==> src/rtl/mips_mem_arbiter.sv <==
// Two-port memory arbiter: MIPS processor (P) and DMA/loader (D) share one memory port.
// Round-robin on ties, grant locked for the whole transaction, watchdog abort on a hung memory.
module mips_mem_arbiter #(
  parameter int DATA_W  = 32,
  parameter int ADDR_W  = 32,
  parameter int TIMEOUT = 255,
  parameter int TO_W    = 8
) (
  input  logic              clk,
  input  logic              reset,
  input  logic              p_rd,
  input  logic              p_wr,
  input  logic [ADDR_W-1:0] p_addr,
  input  logic [DATA_W-1:0] p_wdata,
  output logic [DATA_W-1:0] p_rdata,
  output logic              p_ack,
  output logic              p_err,
  output logic              p_wait,
  input  logic              d_rd,
  input  logic              d_wr,
  input  logic [ADDR_W-1:0] d_addr,
  input  logic [DATA_W-1:0] d_wdata,
  output logic [DATA_W-1:0] d_rdata,
  output logic              d_ack,
  output logic              d_err,
  output logic              d_wait,
  output logic [ADDR_W-1:0] mem_addr,
  output logic              mem_read,
  output logic              mem_write,
  output logic [DATA_W-1:0] mem_wdata,
  input  logic [DATA_W-1:0] mem_rdata,
  input  logic              mem_ready,
  output logic              busy,
  output logic              owner
);

  typedef enum logic [1:0] {
    IDLE = 2'd0,
    BUSY = 2'd1,
    ACK  = 2'd2
  } state_t;

  // Counter value on the last BUSY cycle the watchdog allows
  localparam logic [TO_W-1:0] TO_LAST = TO_W'(TIMEOUT - 1);

  state_t            state;
  state_t            state_nxt;
  logic              p_act;
  logic              d_act;
  logic              grant_en;
  logic              grant_sel;
  logic              done_ok;
  logic              abort;
  logic              owner_q;
  logic              last_grant;
  logic              dir_wr;
  logic              err_q;
  logic [ADDR_W-1:0] addr_q;
  logic [DATA_W-1:0] wdata_q;
  logic [DATA_W-1:0] p_rdata_q;
  logic [DATA_W-1:0] d_rdata_q;
  logic [DATA_W-1:0] cap_data;
  logic [TO_W-1:0]   cnt;

  assign p_act = p_rd | p_wr;
  assign d_act = d_rd | d_wr;

  always_ff @(posedge clk or posedge reset) begin
    if (reset) state <= IDLE;
    else       state <= state_nxt;
  end

  always_comb begin
    state_nxt = state;
    grant_en  = 1'b0;
    grant_sel = 1'b0;
    done_ok   = 1'b0;
    abort     = 1'b0;
    case (state)
      IDLE: begin
        if (p_act || d_act) begin
          grant_en  = 1'b1;
          grant_sel = (p_act && d_act) ? ~last_grant : d_act;
          state_nxt = BUSY;
        end
      end
      BUSY: begin
        // mem_ready takes priority over a watchdog expiry in the same cycle
        if (mem_ready) begin
          done_ok   = 1'b1;
          state_nxt = ACK;
        end else if (cnt == TO_LAST) begin
          abort     = 1'b1;
          state_nxt = ACK;
        end
      end
      ACK:     state_nxt = IDLE;
      default: state_nxt = IDLE;
    endcase
  end

  assign cap_data = (done_ok && !dir_wr) ? mem_rdata : '0;

  always_ff @(posedge clk or posedge reset) begin
    if (reset) begin
      owner_q    <= 1'b0;
      last_grant <= 1'b1;
      dir_wr     <= 1'b0;
      err_q      <= 1'b0;
      addr_q     <= '0;
      wdata_q    <= '0;
      p_rdata_q  <= '0;
      d_rdata_q  <= '0;
      cnt        <= '0;
    end else begin
      if (grant_en) begin
        owner_q    <= grant_sel;
        last_grant <= grant_sel;
        addr_q     <= grant_sel ? d_addr  : p_addr;
        wdata_q    <= grant_sel ? d_wdata : p_wdata;
        dir_wr     <= grant_sel ? d_wr    : p_wr;
        err_q      <= 1'b0;
        cnt        <= '0;
      end
      if (state == BUSY) cnt <= cnt + TO_W'(1);
      if (done_ok || abort) begin
        if (owner_q) d_rdata_q <= cap_data;
        else         p_rdata_q <= cap_data;
        err_q <= abort;
      end
      if (state == ACK) cnt <= '0;
    end
  end

  assign busy      = (state != IDLE);
  assign owner     = owner_q;
  assign mem_addr  = addr_q;
  assign mem_wdata = wdata_q;
  assign mem_read  = (state == BUSY) & ~dir_wr;
  assign mem_write = (state == BUSY) & dir_wr;
  assign p_ack     = (state == ACK) & ~owner_q;
  assign d_ack     = (state == ACK) & owner_q;
  assign p_err     = p_ack & err_q;
  assign d_err     = d_ack & err_q;
  assign p_rdata   = p_rdata_q;
  assign d_rdata   = d_rdata_q;
  assign p_wait    = p_act & ~p_ack;
  assign d_wait    = d_act & ~d_ack;

endmodule

==> config.mk <==
export PLATFORM = sky130hd
export DESIGN_NAME = mips_mem_arbiter
export DESIGN_NICKNAME = d
export VERILOG_FILES = /design/src/rtl/mips_mem_arbiter.sv
export SDC_FILE = /design/constraint.sdc
export NUM_CORES = 1
export LEC_CHECK = 0
export CORE_MARGIN = 3
export CORE_UTILIZATION = 45
export CTS_BUF_LIST = sky130_fd_sc_hd__clkbuf_4
export CTS_CLUSTER_SIZE = 24
export DETAILED_ROUTE_END_ITERATION = 6
export PLACE_DENSITY = 0.83
export SLEW_MARGIN = 20
export SYNTH_ARGS = -nofsm -noshare
export SYNTH_HDL_FRONTEND = slang
export SYNTH_SLANG_ARGS = --single-unit
==> constraint.sdc <==
create_clock -name clk -period 10.8 [get_ports clk]
set_input_delay 2.16 -clock clk [delete_from_list [all_inputs] [get_ports clk]]
set_output_delay 2.16 -clock clk [all_outputs]
set_load 0.01 [all_outputs]
* After elaboration in Yosys (flattened, before gate mapping) *
Index checks and enable logic that the tools add are counted.

operators by class
  $add $sub $neg = 1
  equal/unequal tests = 5
  mux-type cells = 23
  bitwise operators = 15
  reductions and logical operators = 12

operators with widths
  operator             number
  $mux 32              3
  $mux 8               3
  $mux 1               13
  $add 8x1->8 const B  1
  $and 1x1->1          8
  $eq 8x8->1 const B   1
  $mux 2               3
  $reduce_and 2->1     3
  $not 1->1            5
  $pmux 2 s2           1
  $reduce_bool 2->1    2
  $ne 3x3->1 const B   1
  $reduce_bool 3->1    1
  $eq 2x1->1 const B   1
  $eq 2x2->1 const B   1
  $logic_and 1x1->1    2
  $logic_not 2->1      1
  $logic_or 1x1->1     2
  $ne 2x2->1 const B   1
  $or 1x1->1           2
  $logic_not 1->1      1

word-level totals
  register bits = 142
  input bits = 167
  output and inout bits = 138
  word-level logic and storage cells = 66

* Longest topological paths before layout *
  depth in word-level cells = 7
  mapped depth = 7
  mapped depth without buffers = 5

* Worst setup path after synthesis *
No wires, ideal clock.

  path type = in2out
  start = in d_rd
  end = out d_wait
  data arrival time = 2.859 ns
  required time = 8.640 ns
  slack = 5.781 ns
  stages = 4
  path buffers = 2
  cells stage by stage = nor2_1 buf_2 clkbuf_1 nor2_1

on the way
  word-level cells in the longest chain between the ends = 2

ends and longest elaborated chain
  element          RTL line  RTL
  start, declared  19        input logic d_rd,
  $or 1x1->1       66        assign d_act = d_rd | d_wr;
  $and 1x1->1      148       assign d_wait = d_act & ~d_ack;
  end, declared    26        output logic d_wait,

No other way between the ends.

* Final worst setup path *
  start = in p_rd
  end = out p_wait

on the way
  word-level cells in the longest chain between the ends = 2

ends and longest elaborated chain
  element          RTL line  RTL
  start, declared  11        input logic p_rd,
  $or 1x1->1       65        assign p_act = p_rd | p_wr;
  $and 1x1->1      147       assign p_wait = p_act & ~p_ack;
  end, declared    18        output logic p_wait,

No other way between the ends.

==> results.toml <==
[status]
status = "complete, no violations"

[setup_path]
slowest_stage = "sky130_fd_sc_hd__clkdlybuf4s50_1"
setup.reg_to_reg.worst_slack_ns = 8.06
critical_path.cell_chain = "clkdlybuf4s50_1 -> nor2_1 -> nor2_1 -> clkdlybuf4s50_1"
worst_r2r_startpoint = "state[0]"
r2r-end = "mem_wdata[18]"
required_ns = 8.64
rr_worst_depth = 7
worst_ep_arrival_time_ns = 3.56
endpoint_kind = "primary output"
worst-setup-path-type = "in2out"
startpoint_type = "input pin"
crit_path_max_fanout = 4
timing.critical_path.slowest_cell_delay_ns = 0.57

[place]
post-place-cells = 1227
pre_cts_slack_ns = 5.088
gp_congestion = 0.8231
port_buffers = 304
detailed_place_hpwl_um = 16200

[global_routing]
grt_pass1_vias = 7110
grt_overflow_total = 0
total_global_route_track_usage_pct = 26.11
global_route_wire_length_before_repair_um = 38030
maximum_number_of_pins_on_one_net_before_global_route_repair = 131
grt_antenna_before_repair = 1

[clock_tree]
clock_insertion_delay_worst_skew_ns = 0.53
hold_buffers = 0
tritoncts = "done"
max-clock-path-buffers = 2
clock_tree.root_cell = "sky130_fd_sc_hd__clkbuf_4"
post_cts.repair.setup_buffers = 0
cts.sink_count = 142
htree_levels = 4
worst_setup_hold_path_clk_slew_ns = 0.10
post_cts_resize_count = 0
tritoncts.num_buffers = 17

[min_path]
whs_endpoint = "d_rdata[28]"
timing.hold.worst_path_depth = 2
timing.hold.worst.class = "reg2reg"
hp-start = "d_rdata[28]"

[floorplanning]
dieHeight_um = 135.4
std_cell_rows = 46
core-area_um2 = 16120
die_w_um = 135.4
start_util_pct = 46.74
die_footprint_um2 = 18330
num_io_pins = 305

[synth]
syn-mean-instance-area_um2 = 9.644
netlist-cell-type-count = 42
synth_nets = 950
synth.largest_area_cell = "sky130_fd_sc_hd__dfrtp_1"
yosys_register_bits = 142
seq_area_frac_synth_pct = 47.19
synth_most_common_cell = "sky130_fd_sc_hd__dfrtp_1"
post_synthesis_instance_total = 781
synth-edff-count = 0
post_syn_area_um2 = 7532
synth.cells.most_frequent = "sky130_fd_sc_hd__dfrtp_1 (141), sky130_fd_sc_hd__nand2_1 (71), sky130_fd_sc_hd__a21oi_1 (68)"
synth_async_sr_flop_share_pct = 100.0
yosys.area.top_type_share_pct = 46.84
dominantRegCellSynth = "sky130_fd_sc_hd__dfrtp_1"
yosys_warnings = 0
biggest_area_contributors_in_the_synthesized_netlist = "sky130_fd_sc_hd__dfrtp_1 (47%), sky130_fd_sc_hd__mux2i_1 (8.5%), sky130_fd_sc_hd__o31ai_1 (6.5%)"

[power_and_ir_drop]
fin_total_pwr_uw = 2765
pwr_density_cell_nw_per_um2 = 252.6
peakVddDrop_uv = 142.8
leakage_power_uw = 0.004356

[route]
route.final.wire_length_um = 24630
initialDrtViolationCount = 565
vias = 7255
routed_wire_length_per_instance_um = 19.56
post_drt_via_cell_ratio = 5.763
antenna_violating_nets_post_route = 0
drcViolationCount = 0
drt_pass1_iterations = 5

[final_layout]
share_of_layout_cells_above_drive_strength_1_pct = 5.470
layout-area-overhead-vs-synth_pct = 45.32
fillerInstances = 1300
design.final.nets = 1200
post_layout_nonfiller_instances = 1259
final_util_pct = 67.92

[flow_run]
drv_cap = 0

[sta]
timing_hold_violations_final = 0
postLayoutSetupSlackWorst_ns = 5.081
rsz0062_at_grt = "false"
setup_viol = 0
fmaxAchievable_ghz = 0.1748
layout_skew_ns = 0.01517
final_max_slew_viol_count = 0
tns_ns = 0
finalCriticalPeriod_ns = 5.719
tightestPinTransition_ns = 1.077
worst_slew_margin_rel_pct = 28.22
final.period_utilization_pct = 52.96
-- critical path: cells and delay by family --
family / cells / cell delay [ns]
buffers and inverters: 2 / 1.14
and+or+nand+nor: 2 / 0.25
-- logic make-up after synthesis --
family	share of synthesized area [%]
compound gates	22.82
xor+xnor	0.1163
fa+ha+maj	0.3322
buf+inv	5.083
flops	47.19
mux	8.505
simple gates	15.95
-- sequential cells by signal, indices dropped and copies added (netlist names) --
| register | count |
|---|---|
| last_grant | 1 |
| owner | 1 |
| dir_wr | 1 |
| state | 2 |
| d_rdata | 32 |
| mem_wdata | 32 |
| p_rdata | 32 |
| mem_addr | 32 |
| cnt | 8 |
| err_q | 1 |
-- layout make-up --
cell class                      instances  area, um2  share of cell area, %
Sequential cell                       142       3555                  32.48
Clock inverter                         13      148.9                  1.360
Clock buffer                           17      127.6                  1.166
Multi-Input combinational cell        546       3646                  33.31
Tap cell                              216      270.3                  2.469
Antenna cell                            1      2.502                0.02286
Inverter                                6      27.53                 0.2515
Timing Repair Buffer                  318       3168                  28.94
-- metal layers --
metal	part of all wire [%]	vias up	GRT usage [%]
li1	-	3404	-
met1	40	3518	34.04
met2	48	285	40.98
met3	8.6	48	7.912
met4	3.1	0	10.25
met5	0	-	0
-- how the worst max path moves through the flow --
stage / startpoint / endpoint / slack (ns) / cells past startpoint
2_1_floorplan: reset / cnt[0] / 4.83 / 1
3_3_place_gp: p_wr / p_wait / 5.14 / 4
3_5_place_dp: p_wr / p_wait / 5.09 / 4
4_1_cts: p_rd / p_wait / 5.09 / 4
5_1_grt: p_rd / p_wait / 5.03 / 4
6_report: p_rd / p_wait / 5.08 / 4
-- power breakdown --
group          internal, uW  switching, uW
clock network           155            192
logic                   740            734
registers               764            180
total                  1660           1110
-- stage by stage --
| step | area [um2] | hold slack, ns |
|---|---|---|
| finish | 10950 | 0.5374 |
| global route | 10950 | 0.5580 |
| CTS | 10920 | 0.5413 |
| detailed placement | 10640 | 0.5143 |
| global placement | 10640 | 0.5036 |
| floorplan | 7532 | 0.5034 |
-- cell usage in the layout (no fill, tap or decap), types with 4 or more instances in the layout --
cell                                n
sky130_fd_sc_hd__a31oi_1           65
sky130_fd_sc_hd__dfrtp_1          141
sky130_fd_sc_hd__o31ai_1           65
sky130_fd_sc_hd__nor2_1             4
sky130_fd_sc_hd__clkdlybuf4s50_1  304
sky130_fd_sc_hd__clkbuf_4          17
sky130_fd_sc_hd__nand3_1            4
sky130_fd_sc_hd__a21oi_1           67
sky130_fd_sc_hd__buf_4             13
sky130_fd_sc_hd__o21ai_0           66
sky130_fd_sc_hd__nand2_1           71
sky130_fd_sc_hd__and3b_1           33
sky130_fd_sc_hd__mux2i_1           64
sky130_fd_sc_hd__nand3b_1          64
Note: power is estimated with default switching activity, not from simulation.
==> RTL edit 1: new RTL, same flow settings <==
Put a register stage on the outputs `p_err` and `d_err`, without a reset. The values now appear one clock later. The other outputs are not delayed to match.
--- a/src/rtl/mips_mem_arbiter.sv
+++ b/src/rtl/mips_mem_arbiter.sv
@@ -141,6 +141,8 @@
   assign p_ack     = (state == ACK) & ~owner_q;
   assign d_ack     = (state == ACK) & owner_q;
-  assign p_err     = p_ack & err_q;
-  assign d_err     = d_ack & err_q;
+  always_ff @(posedge clk) begin
+    p_err <= p_ack & err_q;
+    d_err <= d_ack & err_q;
+  end
   assign p_rdata   = p_rdata_q;
   assign d_rdata   = d_rdata_q;
Check against the original RTL: same outputs for any inputs over 4 cycles, from zero or initial values and one cycle with reset high; that may be too few to reach the edited logic, so the function may still have changed.
==> RTL edit 1 against the unedited design <==
  * Area after synthesis grew 0.53%
  * Total power grew 0.58%
  * Via count shrank 0.88%
  * Largest cell class unchanged
  * Cell area grew 0.18%
  * Sequential cell count grew 2
  * Routed wire length grew 0.42%
  * Worst setup slack lost 380 ps
  * First-iteration DRC count shrank 34%
  * Critical endpoint is now d_wait
==> RTL edit 1: results (changes against the unedited design) <==
metric,value,unit,change
Place WS,4720,ps,was 5090 ps
first-pass GRT wire length,37.9,mm,was 38.0 mm
Post-synth ARST share,0.986,,was 1.00
P_leak,0.00436,uW,about the same
Rel. slew slack,0.281,,was 0.282
GR Util All Layers,0.261,,about the same
post-CTS setup buffer count,0,,unchanged
peak supply drop,0.000201,V,was 0.000143 V
initial antenna violation count,1,,unchanged
WP data arrival,3940,ps,was 3560 ps
clk root buf,clkbuf_4,,unchanged
Detailed Routing Iterations Pass 1,5,,unchanged
CP max-delay cell,nor2_4,,was clkdlybuf4s50_1
clock skew,16.0,ps,was 15.2 ps
largest net degree at the start of global routing,97,,was 131
Synth warnings,0,,unchanged
vias,7191,,was 7255
H-tree Lvls,4,,unchanged
Worst-path clk slew,120,ps,was 100 ps
cell family with most CP delay,buffers and inverters,,unchanged
port buffer count,304,,unchanged
routed vias/inst,5.71,,was 5.76
cell internal pwr,1670,uW,was 1660 uW
Final nets,1200,,unchanged
layout cell share with drive strength beyond 1,0.0556,,was 0.0547
register area share after synthesis,0.475,,was 0.472
antenna fix cells,0,,was 1
vias in the first global route,7060,,was 7110
CTS Buffer Depth,2,,unchanged
worst hold path type,reg -> reg,,unchanged
DP HPWL,16.4,mm,was 16.2 mm
Max stage delay on crit path,610,ps,was 570 ps
Placer Congestion,0.838,,was 0.823
Filler cells,1286,,was 1300
Cell variety after synth,43,,was 42
CTS Buf Count,17,,unchanged
worst-skew pair later-pin latency,540,ps,
outcome,finished clean,,unchanged
routed len/inst,19.6,um,about the same
dominant cells by area after synthesis,"dfrtp_1, mux2i_1, o31ai_1",,unchanged
ys flop type,dfrtp_1,,unchanged
Post-synth top cells,"dfrtp_1, nand2_1, a21oi_1, o21ai_0",,unchanged
Starting DRT DRC Count,371,,was 565
Post-Syn Nets,952,,was 950
post-CTS resize count,0,,unchanged
Max Fanout on Critical Path,36,,was 4
Cells after Synth,783,,was 781
## RTL edit 1: changes by cell type after synthesis, sizes merged
cell	unedited run	this run
dfxtp	0	2
## RTL edit 1: cells by family after synthesis
| group | count (synthesis) | synth area share |
|---|---|---|
| simple gates | 197 | 0.159 |
| flops | 144 | 0.475 |
| xor+xnor | 1 | 0.00116 |
| fa+ha+maj | 2 | 0.00330 |
| mux | 64 | 0.0846 |
| buf+inv | 93 | 0.0506 |
| compound gates | 282 | 0.227 |
## RTL edit 1: metal layers
layer  global-route usage  wire length (um)
met5                    0                 9
met4               0.0913               675
met3                0.108              2600
met2                0.419             11900
met1                0.319              9510
## RTL edit 1: metrics by stage
stage | total power (uW) | area, um^2
global placement | 2400 | 10700
global route | 2970 | 11000
CTS | 2800 | 11000
finish | 2780 | 11000
floorplan | 1710 | 7570
detailed placement | 2430 | 10700
## RTL edit 1: cell type report
class                      instances  area share
clock inverter                    12      0.0130
clock buffer                      20      0.0137
sequential                       144       0.328
tap                              216      0.0246
inverter                           6     0.00251
multi-input combinational        546       0.332
timing repair buffer             316       0.286
## RTL edit 1: final timing paths
path                          start            to  slack [ps]  depth (start not counted)
min in group asynchronous     reset    d_rdata[1]        2090                          2
setup reg to reg           state[0]  mem_wdata[7]        7610                          7
max in group asynchronous     reset        dir_wr        7250                          3
hold reg to reg               err_q         d_err         530                          1
hold / removal                err_q         d_err         530                          1
setup / recovery               d_rd        d_wait        4700                          4
## RTL edit 1: power groups by stage
stage	clock network (uW)	logic, uW	registers, uW
6_report	360	1470	951
5_1_grt	395	1590	984
4_1_cts	370	1480	950
3_5_place_dp	0	1470	959
3_3_place_gp	0	1450	948
2_1_floorplan	0	687	1020
==> RTL edit 2: new RTL, config.mk and constraints unchanged <==
Without the edit above. Change the parameter `TIMEOUT` from 255 to 128.
--- a/src/rtl/mips_mem_arbiter.sv
+++ b/src/rtl/mips_mem_arbiter.sv
@@ -4,5 +4,5 @@
   parameter int DATA_W  = 32,
   parameter int ADDR_W  = 32,
-  parameter int TIMEOUT = 255,
+  parameter int TIMEOUT = 128,
   parameter int TO_W    = 8
 ) (
Check against the original RTL: no difference found for any inputs over 10 cycles, from zero or initial values and one cycle with reset high; that may be too few to reach the edited logic, so the function may still have changed.
==> RTL edit 2 against the unedited design <==
  * Area after synthesis rose by 2.4%
  * Cell area grew 1.0%
  * Routed wire length increased by 4.0%
  * Clock skew up 5.6 ps
  * Sequential cell count unchanged
  * Non-clock buffer count is 3 lower
  * Total power rose by 6.1%
  * Worst setup slack better by 57 ps
  * Critical path type unchanged
  * Critical endpoint unchanged
==> RTL edit 2: results (changes against the unedited design) <==
metric,value,unit,change
P_leak,0.00423,uW,was 0.00436 uW
register area share after synthesis,0.461,,was 0.472
Place WS,5140,ps,was 5090 ps
Max stage delay on crit path,620,ps,was 570 ps
Final nets,1193,,was 1200
Max Fanout on Critical Path,6,,was 4
placed cell areas,0.0107,mm^2,was 0.0106 mm^2
layout cell share with drive strength beyond 1,0.0530,,was 0.0547
GR Util All Layers,0.263,,was 0.261
post-synthesis average cell area,9.85,um^2,was 9.64 um^2
largest net degree at the start of global routing,101,,was 131
"EDFF count, synth",0,,unchanged
DP HPWL,16.6,mm,was 16.2 mm
Post-synth top cells,"dfrtp_1, a21oi_1, a31oi_1",,"was dfrtp_1, nand2_1, a21oi_1, o21ai_0"
Rel. slew slack,0.280,,was 0.282
WP data arrival,3500,ps,was 3560 ps
clock skew,20.7,ps,was 15.2 ps
NetSw,1170,uW,was 1110 uW
initial antenna violation count,2,,was 1
outcome,finished clean,,unchanged
vias,7458,,was 7255
Placer Congestion,0.829,,was 0.823
Cell variety after synth,47,,was 42
Combinational Power Share,0.527,,was 0.533
first-pass GRT wire length,39.1,mm,was 38.0 mm
Worst-path clk slew,120,ps,was 100 ps
Clock Power,425,uW,was 348 uW
Filler cells,1379,,was 1300
Post-Syn Nets,951,,was 950
WL final,25.6,mm,was 24.6 mm
Placed Cells incl. Taps,1226,,was 1227
Starting DRT DRC Count,506,,was 565
worst-skew pair later-pin latency,550,ps,was 530 ps
peak supply drop,0.000236,V,was 0.000143 V
vias in the first global route,7380,,was 7110
RTL edit 2: changes by cell type in the layout (fill, tap and decap cells not counted), moves of 2 or more:
cell	delta
nand4_1	+64
nand3_1	-2
clkinv_2	-2
o21ai_0	-2
nand3b_1	-64
o211ai_1	+3
nor2_1	+2
nand2_1	-65
bufinv_16	+3
nand2b_1	+63
buf_4	-2
RTL edit 2: metal layers:
metal,global-route usage,share of wire,vias to the layer above
li1,-,-,3451
met1,0.329,0.38,3598
met2,0.410,0.47,355
met3,0.103,0.11,54
met4,0.107,0.037,0
met5,0,0,-
RTL edit 2: cells by family after synthesis:
kind of cell,Yosys count,share of synthesized area
simple gates,197,0.170
xor+xnor,1,0.00114
buf+inv,96,0.0594
compound gates,281,0.222
fa+ha+maj,1,0.00162
flops,142,0.461
mux,65,0.0844
RTL edit 2: path summary, 6_finish.rpt:
path                             startpoint       endpoint  slack, ps  cells past startpoint
worst max-delay path                   p_rd         p_wait       5140                      4
worst min-delay path            d_rdata[30]    d_rdata[30]        540                      2
worst max register to register     state[0]   mem_wdata[8]       8090                      5
worst min register to register  d_rdata[30]    d_rdata[30]        540                      2
max in group asynchronous             reset  mem_wdata[15]       7290                      3
min in group asynchronous             reset     d_rdata[5]       2090                      2
RTL edit 2: layout make-up:
cell class | count | area [um^2] | area share
Antenna cell | 2 | 5.00 | 0.000453
Inverter | 4 | 20.0 | 0.00181
Clock inverter | 13 | 220 | 0.0199
Clock buffer | 18 | 135 | 0.0122
Timing Repair Buffer | 315 | 3120 | 0.282
Multi-Input combinational cell | 545 | 3730 | 0.337
Tap cell | 220 | 275 | 0.0249
Sequential cell | 142 | 3550 | 0.321
RTL edit 2: worst max-delay path: cells and delay by family:
family | cells | cell delay (ps)
buf+inv | 2 | 1160
simple gates | 2 | 180
